**src/rtl/pe_acc_add_ctr_if.sv**
```systemverilog
// Bundles the mode, data, strobe and result signals of the lane accumulator/adder.
interface pe_acc_add_ctr_if #(
  parameter int DATA_WIDTH  = 8,
  parameter int DATA_COPIES = 32
) ();
  logic [3:0]                          i_npe_mode;
  logic [DATA_COPIES*DATA_WIDTH-1:0]   i_mdata;
  logic                                i_mdata_vld;
  logic [DATA_COPIES*DATA_WIDTH-1:0]   i_wdata;
  logic                                i_wdata_vld;
  logic                                i_acc_out;
  logic [DATA_COPIES*2*DATA_WIDTH-1:0] o_result;
  logic                                o_result_vld;

  modport master (
    output i_npe_mode, i_mdata, i_mdata_vld, i_wdata, i_wdata_vld, i_acc_out,
    input  o_result, o_result_vld
  );

  modport slave (
    input  i_npe_mode, i_mdata, i_mdata_vld, i_wdata, i_wdata_vld, i_acc_out,
    output o_result, o_result_vld
  );
endinterface

```
**src/rtl/pe_acc_add_ctr.sv**
```systemverilog
// Per-lane signed accumulator (ACC) and pairwise adder (ADD) with one-cycle result latency.
module pe_acc_add_ctr #(
  parameter int DATA_WIDTH  = 8,
  parameter int DATA_COPIES = 32
) (
  input logic           i_clk,
  input logic           i_rst_n,
  pe_acc_add_ctr_if.slave bus
);
  localparam int RW = 2 * DATA_WIDTH;

  typedef enum logic [1:0] {
    MODE_IDLE,
    MODE_ACC,
    MODE_ADD
  } mode_t;

  mode_t                      prev_mode;
  mode_t                      cur_mode;
  logic                       mode_chg;
  logic [RW-1:0]              acc      [DATA_COPIES];
  logic [RW-1:0]              acc_nxt  [DATA_COPIES];
  logic [RW-1:0]              base     [DATA_COPIES];
  logic [RW-1:0]              acc_sum  [DATA_COPIES];
  logic [DATA_COPIES*RW-1:0]  result;
  logic [DATA_COPIES*RW-1:0]  result_nxt;
  logic                       result_vld;
  logic                       result_vld_nxt;

  function automatic logic [RW-1:0] sext(input logic [DATA_WIDTH-1:0] v);
    return {{DATA_WIDTH{v[DATA_WIDTH-1]}}, v};
  endfunction

  // State register: previous mode, accumulators and the registered result.
  always_ff @(posedge i_clk) begin
    if (!i_rst_n) begin
      prev_mode  <= MODE_IDLE;
      result     <= '0;
      result_vld <= 1'b0;
      for (int unsigned k = 0; k < DATA_COPIES; k++) acc[k] <= '0;
    end else begin
      prev_mode  <= cur_mode;
      result     <= result_nxt;
      result_vld <= result_vld_nxt;
      for (int unsigned k = 0; k < DATA_COPIES; k++) acc[k] <= acc_nxt[k];
    end
  end

  // Mode decode; a change of mode restarts accumulation from zero.
  always_comb begin
    case (bus.i_npe_mode)
      4'h4:    cur_mode = MODE_ACC;
      4'h5:    cur_mode = MODE_ADD;
      default: cur_mode = MODE_IDLE;
    endcase
    mode_chg = (cur_mode != prev_mode);
  end

  // Lane datapath: next accumulator, next result and its valid pulse.
  always_comb begin
    result_nxt     = result;
    result_vld_nxt = 1'b0;
    for (int unsigned k = 0; k < DATA_COPIES; k++) begin
      base[k]    = mode_chg ? '0 : acc[k];
      acc_sum[k] = base[k] + (bus.i_mdata_vld ?
                   sext(bus.i_mdata[k*DATA_WIDTH +: DATA_WIDTH]) : '0);
      acc_nxt[k] = base[k];
      case (cur_mode)
        MODE_ACC: begin
          // A sample in the strobe cycle goes into the emitted result, then the lane restarts at 0.
          if (bus.i_acc_out) begin
            result_nxt[k*RW +: RW] = acc_sum[k];
            acc_nxt[k]             = '0;
          end else begin
            acc_nxt[k] = acc_sum[k];
          end
        end
        MODE_ADD: begin
          if (bus.i_mdata_vld && bus.i_wdata_vld)
            result_nxt[k*RW +: RW] = sext(bus.i_mdata[k*DATA_WIDTH +: DATA_WIDTH]) +
                                     sext(bus.i_wdata[k*DATA_WIDTH +: DATA_WIDTH]);
        end
        default: ;
      endcase
    end
    result_vld_nxt = ((cur_mode == MODE_ACC) && bus.i_acc_out) ||
                     ((cur_mode == MODE_ADD) && bus.i_mdata_vld && bus.i_wdata_vld);
  end

  assign bus.o_result     = result;
  assign bus.o_result_vld = result_vld;
endmodule

```
**src/flat_wrapper.sv**
```systemverilog
// flat-port wrapper written by rule: the top's interface ports become plain ports
module pe_acc_add_ctr_flat 
#(
  parameter int DATA_WIDTH  = 8,
  parameter int DATA_COPIES = 32
)
  (i_clk, i_rst_n, bus_i_npe_mode, bus_i_mdata, bus_i_mdata_vld, bus_i_wdata, bus_i_wdata_vld, bus_i_acc_out, bus_o_result, bus_o_result_vld);
  pe_acc_add_ctr_if #(.DATA_WIDTH(DATA_WIDTH), .DATA_COPIES(DATA_COPIES)) bus_i ();
  input logic i_clk;
  input logic i_rst_n;
  input wire logic [$bits(bus_i.i_npe_mode)-1:0] bus_i_npe_mode;
  input wire logic [$bits(bus_i.i_mdata)-1:0] bus_i_mdata;
  input wire logic [$bits(bus_i.i_mdata_vld)-1:0] bus_i_mdata_vld;
  input wire logic [$bits(bus_i.i_wdata)-1:0] bus_i_wdata;
  input wire logic [$bits(bus_i.i_wdata_vld)-1:0] bus_i_wdata_vld;
  input wire logic [$bits(bus_i.i_acc_out)-1:0] bus_i_acc_out;
  output wire logic [$bits(bus_i.o_result)-1:0] bus_o_result;
  output wire logic [$bits(bus_i.o_result_vld)-1:0] bus_o_result_vld;
  assign bus_i.i_npe_mode = bus_i_npe_mode;
  assign bus_i.i_mdata = bus_i_mdata;
  assign bus_i.i_mdata_vld = bus_i_mdata_vld;
  assign bus_i.i_wdata = bus_i_wdata;
  assign bus_i.i_wdata_vld = bus_i_wdata_vld;
  assign bus_i.i_acc_out = bus_i_acc_out;
  assign bus_o_result = bus_i.o_result;
  assign bus_o_result_vld = bus_i.o_result_vld;
  pe_acc_add_ctr #(.DATA_WIDTH(DATA_WIDTH), .DATA_COPIES(DATA_COPIES)) u_core (.i_clk(i_clk), .i_rst_n(i_rst_n), .bus(bus_i));
endmodule
```
**config.mk**
```make
export PLATFORM = sky130hd
export DESIGN_NAME = pe_acc_add_ctr_flat
export DESIGN_NICKNAME = d
export VERILOG_FILES = /design/src/rtl/pe_acc_add_ctr_if.sv /design/src/rtl/pe_acc_add_ctr.sv /design/src/flat_wrapper.sv
export SDC_FILE = /design/constraint.sdc
export NUM_CORES = 2
export LEC_CHECK = 0
export ABC_CLOCK_PERIOD_IN_PS = 8700
export BUFFER_PORTS_ARGS = -buffer_cell sky130_fd_sc_hd__buf_2
export CAP_MARGIN = 20
export CORE_AREA = 2 2 408 410
export DETAILED_ROUTE_END_ITERATION = 12
export DIE_AREA = 0 0 410 412
export GPL_TIMING_DRIVEN = 0
export SYNTH_ARGS = -nofsm -noshare
export SYNTH_HDL_FRONTEND = slang
export SYNTH_SLANG_ARGS = --single-unit
```
**constraint.sdc**
```tcl
create_clock -name i_clk -period 8.7 [get_ports i_clk]
set_clock_uncertainty 0.05 [all_clocks]
set_input_delay 0.87 -clock i_clk [delete_from_list [all_inputs] [get_ports i_clk]]
set_output_delay 0.87 -clock i_clk [all_outputs]
set_load 0.03 [all_outputs]
```
==> flow_summary_export.csv <==
group,metric,value,unit
placement,place.gp.congestion,1.05,
floorplanning,core,164000,µm²
worst_setup_path,cp.required,9350,ps
finish,drive_above_1_share,15.7,%
clock_tree,cts.sinks,1027,
worst_setup_path,end_kind,"flip-flop",
clock_tree,postCtsSetupBuffers,0,
hold_path,min_path_type,"input port to flip-flop",
worst_setup_path,cp_max_fo,10,
finish,final_area,87100,µm²
timing,relSlewSlack,11.9,%
placement,place_ws,1860,ps
floorplanning,die_w,410,µm
route,routed_wl,451,mm
grt,antenna_found_initial,117,
floorplanning,dieArea,169000,µm²
placement,port_buffers,1033,
route,final_antenna_net_count,0,
clock_tree,worstSkewPairLatency,840,ps
power,total_power,13.5,mW
finish,area_growth,19.8,%
synthesis,avgSynthCellArea,8.34,µm²
timing,worstMarginPinSlew,1320,ps
grt,grt_max_degree,17,
timing,finalCriticalPeriod,6600,ps
worst_setup_path,r2r_slack,2760,ps
clock_tree,cts_tree,"yes",
timing,slew_violations,0,
timing,rsz0062_at_grt,"false",
grt,grt_pass1_wl,595,mm
grt,grt_overflow,0,
route,vias,80597,
route,avgViaCountPerCell,6.52,
power,powerDensity,155,nW/µm²
clock_tree,postCtsResizedCells,0,
timing,fin_crit_sh,75.8,%
job,maxCapViolations,0,
synthesis,synth_cell_type_count,94,
timing,setup_ws,2100,ps
grt,track_usage,51.1,%
clock_tree,cts_buffers,132,
power,cellLeakagePower,40.5,nW
synthesis,netlist_area,72700,µm²
synthesis,synth-edff-count,0,
clock_tree,h-tree-depth,4,
route,drc,0,
synthesis,yosys_warnings,0,
clock_tree,clk_path_buf_depth,3,
power,ir_worst_vdd,0.000243,V
timing,fmax,0.152,GHz
clock_tree,root_buffer,"clkbuf_16",
placement,place_area,82200,µm²
finish,final_common_cell,"buf_2",
synthesis,ys_ff_latch,1027,
synthesis,syn_nets,10038,
floorplanning,io_pins,1034,
floorplanning,rows,149,
worst_setup_path,ff2ff_path_depth,17,
timing,fin_setup_tns,0,ps
worst_setup_path,worst_r2r_endpoint,"u_core.bus.o_result[126]",
placement,dp_hpwl,350,mm
route,firstDrtPassIters,8,
synthesis,ys_async_sr_fraction,0,%
outcome,outcome,"finished, final reports clean",
clock_tree,postCtsHoldBufs,0,
hold_path,min_from,"bus_i_npe_mode[3]",
timing,setup_violations,0,
worst_setup_path,criticalPathCategory,"input port to flip-flop",
finish,final_nets,11291,
worst_setup_path,endpoint,"u_core.bus.o_result[126]",
route,drt_iter0_markers,11147,
worst_setup_path,critPathArrivalTime,7240,ps
synthesis,ys_seq_area_share,28.3,%
grt,grt_pass1_vias,73269,
floorplanning,start_util,44.3,%
finish,fillers,15884,
worst_setup_path,start_kind,"input port",
clock_tree,clk_pin_slew,60,ps
timing,final_hold_viol_count,0,
synthesis,synthFlopType,"dfxtp_1",
synthesis,netlist_instances,8717,
floorplanning,die_h,412,µm
finish,final_cell_mix,"buf_2, dfxtp_1, and2_1",
timing,hold_slack,381,ps
worst_setup_path,critPathLaunch,"bus_i_mdata_vld",
route,wl_per_cell,36.5,µm
worst_setup_path,worstReg2RegStart,"u_core.prev_mode[1]",
logic make-up after synthesis:
group                      Yosys count  synth area share [%]
muxes                               22                 0.308
adders and majority gates          800                  14.4
and+or+nand+nor                   2693                  19.6
buffers and inverters              741                  4.15
xor gates and xnor gates           550                  6.70
AOI/OAI and AO/OA                 2884                  26.5
DFF                               1027                  28.3
Yosys cell counts, types with 14 or more instances:
cell type,n,area [µm²]
a31oi_1,75,469
xnor2_1,369,3230
buf_2,59,295
nor2b_1,375,2350
o211a_1,81,811
nor2_1,467,1750
nor3_1,104,521
o21ai_0,580,2900
nand2b_1,51,319
o21ai_1,22,110
and3_1,24,150
nand4b_1,14,123
and2_1,755,4720
o2bb2ai_1,63,552
or3_1,19,119
a221oi_1,26,228
o31ai_1,31,233
o311ai_0,45,394
fa_1,64,1280
mux2i_1,19,190
nand3_1,100,500
o21a_1,97,728
o211ai_1,109,818
clkbuf_1,375,1410
nor3b_1,105,788
ha_1,736,9210
a22oi_1,173,1300
o31a_1,25,219
buf_4,22,165
a21o_1,219,1640
nor4_1,21,131
xor2_1,174,1520
a21oi_1,710,3550
nand4_1,25,156
a211oi_1,99,743
a21boi_0,44,330
a221o_1,64,641
a311oi_1,34,298
nand2_1,582,2180
o22ai_1,26,163
dfxtp_1,1027,20600
o21bai_1,77,578
inv_1,257,965
a22o_1,179,1570
state kept, by name (all words and copies together) (netlist names):
| register | cells |
|---|---|
| u_core.bus.o_result_vld | 1 |
| u_core.bus.o_result | 512 |
| u_core.prev_mode | 2 |
| u_core.acc | 512 |
per-stage QoR:
stage / utilization [%] / std cells
2_1_floorplan: - / 8717
3_3_place_gp: 49.1 / 11939
3_5_place_dp: 50.1 / 12020
4_1_cts: 52.9 / 12256
5_1_grt: 52.9 / 12283
6_report: 53.0 / 12356
worst min-delay path by stage:
stage          cells after the start                  endpoint  slack [ps]
2_1_floorplan                      2         u_core.acc[1][62]         370
5_1_grt                            3       u_core.prev_mode[0]         400
4_1_cts                            3       u_core.prev_mode[0]         370
3_3_place_gp                       2  u_core.bus.o_result[506]         380
3_5_place_dp                       2  u_core.bus.o_result[504]         380
6_report                           3       u_core.prev_mode[0]         380
where the power goes:
group / internal [mW] / switching (mW)
combinational: 0.817 / 1.84
clock: 3.59 / 2.43
sequential: 4.78 / 0.0682
total: 9.19 / 4.34
worst max-delay path: stages:
cell and delay, ps:
buf_2 280, clkbuf_2 500, buf_16 250, clkbuf_1 750, clkbuf_2 810, clkbuf_1 680
and2_1 240, ha_1 430, fa_1 300, a21oi_1 180, o21ai_0 330, a21o_1 230
a211oi_1 110, nor4b_1 470, mux2i_1 170, o31ai_1 460, a21oi_1 120
per-layer routing:
metal | track usage [%] | vias up | part of all wire (%)
li1 | - | 34130 | -
met1 | 59.8 | 38600 | 36
met2 | 73.0 | 6112 | 40
met3 | 17.7 | 1715 | 13
met4 | 47.1 | 40 | 11
met5 | 0.198 | - | 0.061
area by class of cell:
class,instances,area [µm²],share of cell area (%)
multi-input cells,6949,49100,56.4
flip-flops and latches,1027,20600,23.6
repair buffers,1119,6730,7.73
clock buffers,196,4080,4.68
well taps,2189,2740,3.14
plain buffers,483,2160,2.48
inverters,258,968,1.11
clock inverters,40,514,0.590
diodes,95,238,0.273
No activity file was read; power rests on OpenSTA's default activity.
